File: src/rtl/sha256_pkg.sv
// -----------------------------------------------------------------------------
// sha256_pkg
// Shared SHA-256 definitions: word/block geometry, the schedule FSM state
// type, and the four SHA-256 sigma functions used by the datapath stages.
// -----------------------------------------------------------------------------
package sha256_pkg;

  localparam int WORD_W      = 32;
  localparam int BLOCK_WORDS = 16;
  localparam int SCHED_LEN   = 64;

  typedef logic [WORD_W-1:0] word_t;

  typedef enum logic [0:0] {
    ST_IDLE   = 1'b0,
    ST_EXPAND = 1'b1
  } sched_state_t;

  // Small sigma for the message schedule: ROTR7 ^ ROTR18 ^ SHR3
  function automatic word_t sigma0(input word_t x);
    sigma0 = {x[6:0], x[31:7]} ^ {x[17:0], x[31:18]} ^ {3'b000, x[31:3]};
  endfunction

  // Small sigma for the message schedule: ROTR17 ^ ROTR19 ^ SHR10
  function automatic word_t sigma1(input word_t x);
    sigma1 = {x[16:0], x[31:17]} ^ {x[18:0], x[31:19]} ^ {10'b0000000000, x[31:10]};
  endfunction

  // Big sigma used by compression: ROTR2 ^ ROTR13 ^ ROTR22
  function automatic word_t big_sigma0(input word_t x);
    big_sigma0 = {x[1:0], x[31:2]} ^ {x[12:0], x[31:13]} ^ {x[21:0], x[31:22]};
  endfunction

  // Big sigma used by compression: ROTR6 ^ ROTR11 ^ ROTR25
  function automatic word_t big_sigma1(input word_t x);
    big_sigma1 = {x[5:0], x[31:6]} ^ {x[10:0], x[31:11]} ^ {x[24:0], x[31:25]};
  endfunction

endpackage

File: src/rtl/message_schedule_calc.sv
// -----------------------------------------------------------------------------
// message_schedule_calc
// Combinational next-word generator for the SHA-256 schedule window.
//   w0, w1, w9, w14 : window taps (window[0], [1], [9], [14])
//   w_new           : new window[15] = sigma1(w14) + w9 + sigma0(w1) + w0 mod 2^32
// The four-operand add is balanced as two pairwise adds feeding a final add.
// -----------------------------------------------------------------------------
module message_schedule_calc
  import sha256_pkg::*;
(
  input  logic [31:0] w0,
  input  logic [31:0] w1,
  input  logic [31:0] w9,
  input  logic [31:0] w14,
  output logic [31:0] w_new
);

  logic [31:0] sum_a_s;
  logic [31:0] sum_b_s;

  assign sum_a_s = sigma1(w14) + w9;
  assign sum_b_s = sigma0(w1) + w0;
  assign w_new   = sum_a_s + sum_b_s;

endmodule

File: src/rtl/message_schedule.sv
// -----------------------------------------------------------------------------
// message_schedule
// SHA-256 message-schedule expansion. Accepts one padded 512-bit block per
// input handshake and emits W0..W63 one word per output handshake.
//   clk, nrst, sync_rst : clock, async active-low reset, sync reset
//   en                  : global enable, 0 freezes all state and handshakes
//   data_in[511:0]      : block, M0 in [511:480] ... M15 in [31:0]
//   data_in_last        : block is the final one of the message
//   data_in_valid/ready : input handshake
//   data_out[31:0]      : schedule word Wt
//   data_out_index[5:0] : t of data_out
//   data_out_last       : Wt belongs to a final block
//   data_out_valid/ready: output handshake
// -----------------------------------------------------------------------------
module message_schedule
  import sha256_pkg::*;
(
  input  logic         clk,
  input  logic         nrst,
  input  logic         en,
  input  logic         sync_rst,
  input  logic [511:0] data_in,
  input  logic         data_in_last,
  input  logic         data_in_valid,
  output logic         data_in_ready,
  output logic [31:0]  data_out,
  output logic [5:0]   data_out_index,
  output logic         data_out_last,
  output logic         data_out_valid,
  input  logic         data_out_ready
);

  sched_state_t        state_r, state_s;
  logic                rdy_r, rdy_s;
  logic                vld_r, vld_s;
  logic [31:0]         dout_r, dout_s;
  logic [5:0]          idx_r, idx_s;
  logic                dlast_r, dlast_s;
  logic [5:0]          t_r, t_s;
  logic                last_r, last_s;
  logic [15:0][31:0]   win_r, win_s;
  logic [31:0]         w_new_s;
  logic                slot_free_s;

  assign data_in_ready  = rdy_r & en;
  assign data_out_valid = vld_r & en;
  assign data_out       = dout_r;
  assign data_out_index = idx_r;
  assign data_out_last  = dlast_r;

  // A word may be registered when nothing is pending or the pending one leaves now
  assign slot_free_s = ~vld_r | data_out_ready;

  message_schedule_calc u_calc (
    .w0    (win_r[0]),
    .w1    (win_r[1]),
    .w9    (win_r[9]),
    .w14   (win_r[14]),
    .w_new (w_new_s)
  );

  // Next-state and datapath update for the load/expand FSM
  always_comb begin
    state_s = state_r;
    rdy_s   = rdy_r;
    vld_s   = vld_r;
    dout_s  = dout_r;
    idx_s   = idx_r;
    dlast_s = dlast_r;
    t_s     = t_r;
    last_s  = last_r;
    win_s   = win_r;
    if (en) begin
      case (state_r)
        ST_IDLE: begin
          rdy_s = 1'b1;
          // W63 of the previous block may still be pending here
          if (vld_r && data_out_ready) begin
            vld_s = 1'b0;
          end else begin
            vld_s = vld_r;
          end
          if (data_in_valid && rdy_r) begin
            for (int i = 0; i < BLOCK_WORDS; i++) begin
              win_s[i] = data_in[511-32*i -: 32];
            end
            last_s  = data_in_last;
            t_s     = 6'd0;
            rdy_s   = 1'b0;
            state_s = ST_EXPAND;
          end else begin
            state_s = ST_IDLE;
          end
        end
        ST_EXPAND: begin
          if (slot_free_s) begin
            dout_s          = win_r[0];
            idx_s           = t_r;
            dlast_s         = last_r;
            vld_s           = 1'b1;
            win_s[14:0]     = win_r[15:1];
            win_s[15]       = w_new_s;
            t_s             = t_r + 6'd1;
            if (t_r == 6'(SCHED_LEN - 1)) begin
              state_s = ST_IDLE;
              rdy_s   = 1'b1;
            end else begin
              state_s = ST_EXPAND;
            end
          end else begin
            state_s = ST_EXPAND;
          end
        end
        default: begin
          state_s = ST_IDLE;
          rdy_s   = 1'b1;
          vld_s   = 1'b0;
        end
      endcase
    end else begin
      state_s = state_r;
    end
  end

  // State and datapath registers; sync_rst mirrors nrst on the next edge
  always_ff @(posedge clk or negedge nrst) begin
    if (!nrst) begin
      state_r <= ST_IDLE;
      rdy_r   <= 1'b1;
      vld_r   <= 1'b0;
      dout_r  <= 32'h0000_0000;
      idx_r   <= 6'd0;
      dlast_r <= 1'b0;
      t_r     <= 6'd0;
      last_r  <= 1'b0;
      win_r   <= '0;
    end else if (sync_rst) begin
      state_r <= ST_IDLE;
      rdy_r   <= 1'b1;
      vld_r   <= 1'b0;
      dout_r  <= 32'h0000_0000;
      idx_r   <= 6'd0;
      dlast_r <= 1'b0;
      t_r     <= 6'd0;
      last_r  <= 1'b0;
      win_r   <= '0;
    end else begin
      state_r <= state_s;
      rdy_r   <= rdy_s;
      vld_r   <= vld_s;
      dout_r  <= dout_s;
      idx_r   <= idx_s;
      dlast_r <= dlast_s;
      t_r     <= t_s;
      last_r  <= last_s;
      win_r   <= win_s;
    end
  end

endmodule

File: config.mk
export PLATFORM = sky130hd
export DESIGN_NAME = message_schedule
export DESIGN_NICKNAME = d
export VERILOG_FILES = /design/src/rtl/sha256_pkg.sv /design/src/rtl/message_schedule_calc.sv /design/src/rtl/message_schedule.sv
export SDC_FILE = /design/constraint.sdc
export NUM_CORES = 1
export LEC_CHECK = 0
export ABC_AREA = 1
export BUFFER_PORTS_ARGS = -buffer_cell sky130_fd_sc_hd__buf_4
export CAP_MARGIN = 20
export CELL_PAD_IN_SITES_DETAIL_PLACEMENT = 1
export CELL_PAD_IN_SITES_GLOBAL_PLACEMENT = 2
export CORE_MARGIN = 5
export CORE_UTILIZATION = 36
export CTS_CLUSTER_DIAMETER = 30
export DETAILED_ROUTE_END_ITERATION = 8
export GPL_ROUTABILITY_DRIVEN = 0
export HOLD_SLACK_MARGIN = 0.02
export PLACE_DENSITY_LB_ADDON = 0.1
export SLEW_MARGIN = 20
export SYNTH_ARGS = -nofsm -noshare
export SYNTH_HDL_FRONTEND = slang
export SYNTH_SLANG_ARGS = --single-unit
File: constraint.sdc
create_clock -name clk -period 5.29 [get_ports clk]
set_input_delay 0.2645 -clock clk [delete_from_list [all_inputs] [get_ports clk]]
set_output_delay 0.2645 -clock clk [all_outputs]
set_load 0.02 [all_outputs]
# Word level (Yosys, flattened, before mapping)
# Cells that the tools add are included.
# classes
bitwise_logic,9
muxes,43
n_addsub,4
n_eq_ne,6
reduce_logical,11
# ops
operator,count
$mux W512,4
$pmux W512 S2,1
$mux W32,4
$add A32 B32 Y32,3
$xor A32 B32 Y32,2
$mux W6,8
$xor A32 B22 Y32,1
$xor A32 B29 Y32,1
$mux W1,22
$reduce_and A3 Y1,5
$pmux W6 S2,1
$reduce_bool A2 Y1,4
$add A6 B1 Y6 const B,1
$eq A6 B6 Y1 const B,1
$ne A3 B2 Y1 const B,2
$ne A3 B3 Y1 const B,2
$pmux W1 S2,3
$and A1 B1 Y1,2
$logic_and A1 B1 Y1,2
$ne A2 B2 Y1 const B,1
$not A1 Y1,2
$or A1 B1 Y1,1
# word_totals
ff_bits,561
output_inout_bits,41

# Depth between registers and ports, before layout
# logic_depth
ltp_word,8
ltp_mapped,21
ltp_nobuf,20

# Cells and area by module
# A second synthesis with hierarchy kept.
# hier_totals
hier_cells,3295
area_unflattened_um2,29178.0
# by_module_without_submodules
mod,area_per_inst_um2,cells_each,n_inst
message_schedule,24253.3,2533,1
message_schedule_calc,4924.7,762,1

# Worst setup path before layout
# OpenSTA, ideal clock, no wires.
# synth_timing
kind,register to register
start,register win_r[40] (netlist bit)
end,register win_r[497] (netlist bit)
arrival_time_ns,3.510
stages_incl_launch_ff,21
synth_period_minus_slack_ns,3.594
path_buffers,1
path_slack_ns,1.696
path_cell_list,dfrtp_1 clkbuf_1 xnor2_1 xor2_1 inv_1 fa_1 inv_1 fa_1 inv_1 ha_1 inv_1 fa_1 inv_1 nand2_1 o21ai_0 nand2_1 nand2_1 nand3_1 nand3b_1 nand3_1 a21boi_0
# synth_via
elab_chain_cells,8
# synth_lines
item,line_no,source
"start, declared",message_schedule.sv:41,"logic [15:0][31:0] win_r, win_s;"
"start signal, assigned",message_schedule.sv:156,win_r <= win_s;
$xor A32 B32 Y32,sha256_pkg.sv:21,"sigma0 = {x[6:0], x[31:7]} ^ {x[17:0], x[31:18]} ^ {3'b000, x[31:3]};"
$xor A32 B29 Y32 *,sha256_pkg.sv:21,
$add A32 B32 Y32 *,message_schedule_calc.sv:22,assign sum_b_s = sigma0(w1) + w0;
$add A32 B32 Y32 *,message_schedule_calc.sv:23,assign w_new = sum_a_s + sum_b_s;
$mux W512 *,message_schedule.sv:96,if (slot_free_s) begin
$pmux W512 S2 *,message_schedule.sv:74,case (state_r)
$mux W512 *,message_schedule.sv:73,if (en) begin
$mux W512 *,message_schedule.sv:137,end else if (sync_rst) begin
# Mark *: on every way between the ends. The rest lies on a longest branch, timed or not. The select of a mux whose other input is x is not followed.
# A chain may end at the register's enable or synchronous reset.

# Worst setup path after layout
# layout_timing
start,register win_r[40] (netlist bit)
end,register win_r[501] (netlist bit)
# The elaborated chain is that of the path after synthesis.

==> impl_metrics.tcl <==
set metrics [dict create \
    io_pins 560 \
    instances_no_fill 5643 \
    cts_max_level 4 \
    cts_buffer_depth 3 \
    cp-end-kind "flip-flop" \
    period_minus_slack_ps 4290 \
    synth_top_area_share_pct 47.1 \
    synth.most_common_cell "nand2_1" \
    ys_ff_latch 561 \
    yosysUniqueCellTypes 40 \
    num-nets-final 5010 \
    num_vias 30485 \
    path_max_fanout 5 \
    finClkSkew_ps 41.0 \
    p_clk_share_pct 38.2 \
    path_depth 19 \
    min_path_type "primary input to flip-flop" \
    synthTopCellsByCount "nand2_1, dfrtp_1, a22oi_1" \
    grt_max_degree 259 \
    cp_slowest_cell "fa_1" \
    setup_tns_ps 0 \
    p_int_uw 14900 \
    avgViaCountPerCell 5.40 \
    dp.cells 4796 \
    clkSlewWorstSetupHoldPaths_ps 40 \
    fp.coreArea_um2 82000 \
    syn_area_um2 29800 \
    worst_path_most_repeated_cell "inv_1" \
    antenna_found_initial 57 \
    netSwitchingPower_uw 10100 \
    async_reset_ff_share_pct 100 \
    drc_errors 0 \
    rsz0062_at_grt "no" \
    hold_depth 3 \
    worstSetupPathType "flip-flop to flip-flop" \
    setup_viol 0 \
    setup_slack_ps 999 \
    required_ps 5900 \
    power_uw 25100 \
    clockRootBuffer "clkbuf_16" \
    first_pass_iters 5 \
    switching_share_pct 40.4 \
    worst-path-buf-inv 5 \
    multi_input_area_um2 13200 \
    cts_tree "built" \
    ant_nets 0 \
    synth_top_cell_by_area "dfrtp_1" \
    maxCapViolCount 0 \
    port_buffers 559 \
    synth_area_per_cell_um2 8.68 \
    synth-edff-count 0 \
    fmax_mhz 233 \
    rows 105 \
    areaGrowthSynthToFinish_pct 51.4 \
    crit_family "adder cells" \
    grt_pass1_vias 33108 \
    clkLatencyLatePin_ps 730 \
    numCtsBuffers 155 \
    slew_violations 0 \
    p_leak_uw 0.0206 \
    fillers 9254 \
    seq_power_share_pct 23.6 \
    tightest_slew_ps 1250 \
    yosysWarnings 0 \
    cts_setup_buffers 0 \
    synthFlopType "dfrtp_1" \
    critPathLaunchType "flip-flop" \
    synth.area.top_cells "dfrtp_1, a22oi_1, nand2_1" \
    start_util_pct 36.3 \
    status "finished clean" \
    cts_sinks 561 \
    fp.dieH_um 298 \
    finalCritPeriodShare_pct 81.1 \
    combinationalPowerShare_pct 38.2 \
    p_per_area_nw_per_um2 556 \
    drt-initial-drc-count 2373 \
    syn_inst 3429 \
    slew_headroom_pct 16.5 \
    reg2reg_depth 19 \
    grt_pass1_wl_um 209000 \
    dieArea_um2 88500 \
    seqCellArea_um2 14000 \
    syn_nets 4042 \
    grt-ovfl-total 0 \
    hold_viol 0 \
    cp.arrival_ps 4900 \
    dpl.hpwl_um 95600 \
    critPathMaxStageDelay_ps 510 \
    postLayoutCoreUtil_pct 55.0 \
    path_cells "xnor2_1, xor2_1, inv_1, fa_1, inv_1, fa_1, inv_1, ha_1, inv_1, fa_1, inv_1, nand2_1, o21ai_0, nand2_1, nand3_1, nand2_1, nand3b_1, nand3_1, a21boi_0" \
    ir_worst_vdd_mv 0.323 \
    routedWlPerCell_um 25.2 \
    die_x_um 298 \
    wl_um 142000 \
    drive_gt1_share_pct 18.9 \
    ys_seq_area_share_pct 47.2 \
    track_usage_pct 30.9 \
    place_ws_ps 1040 \
]
## cell families after synthesis
logic type                 after synthesis  share of synthesized area [%]
xor gates and xnor gates               116                           3.41
adders and majority gates               94                           5.52
buffers and inverters                  641                           8.75
DFF                                    561                           47.2
AOI/OAI and AO/OA                     1117                           23.2
and+or+nand+nor                        900                           12.0
## cell type report
class                      instances  area share (%)
antenna                           53           0.294
sequential                       561            31.2
clock inverter                    67            2.06
timing repair buffer            1095            21.5
multi-input combinational       2227            29.2
clock buffer                     213            9.85
tap                             1070            2.97
inverter                         357            2.97
## cell usage in the layout, fill, tap and decap left out, drive strengths merged, types with 15 or more instances in the layout
master,n
xor2,44
dfrtp,560
or2,16
dlygate4sd3,514
diode,53
clkinv,41
ha,32
nand3,63
fa,62
bufinv,15
a21oi,64
o21ai,531
nand2,749
a22oi,482
clkbuf,213
xnor2,72
inv,363
buf,581
nor2,51
## worst paths after layout
kind,startpoint,endpoint,slack [ps]
hold reg to reg,win_r[406],win_r[406],480
hold / removal,data_in[52],win_r[468],70
min in group asynchronous,nrst,win_r[223],170
setup reg to reg,win_r[40],win_r[501],1000
max in group asynchronous,nrst,win_r[503],3990
setup / recovery,win_r[40],win_r[501],1000
## worst register-to-register path: stages, from the launching register on
cell      delay (ps)
dfrtp_1          470
xnor2_1          230
xor2_1           170
inv_1            100
fa_1             510
inv_1             50
fa_1             440
inv_1             70
ha_1             280
inv_1            110
fa_1             420
inv_1             90
nand2_1           80
o21ai_0          370
nand2_1          110
nand3_1          210
nand2_1          110
nand3b_1         100
nand3_1           80
a21boi_0         190
## registers in the layout (all words and copies together) (netlist names)
signal and cells:
t_r 6, win_r 512, data_out_last 1, data_out 32, data_out_index 6, rdy_r 1, last_r 1, vld_r 1
state_r 1
## layer usage
metal  GRT usage [%]  part of all wire [%]  wire (um)
met2            52.5                    50      70400
met1            38.0                    40      56900
met4            13.3                   4.3       6170
met5               0                 0.096        137
met3            6.66                   5.9       8440
## stage by stage
stage | hold WS [ps] | cell area (um^2)
after detailed placement | 325 | 34400
after global routing | 58.1 | 45000
after CTS | 29.8 | 44900
final | 70.8 | 45100
after global placement | 327 | 34400
after floorplan | -31.1 | 29800
## power by group through the flow
stage	clock network (uW)	logic (uW)	registers, uW
after CTS	9630	9510	5870
after global routing	9940	10700	5970
after global placement	0	8900	5890
final	9570	9560	5930
after detailed placement	0	9100	5910
after floorplan	0	6140	5440
## repair_timing
item | 4_1_cts | 5_1_grt
resized for setup | 0 | 0
endpoints found under the hold margin | 584 | 0
hold buffers | 514 | 0
No activity file was read; power rests on OpenSTA's default activity.
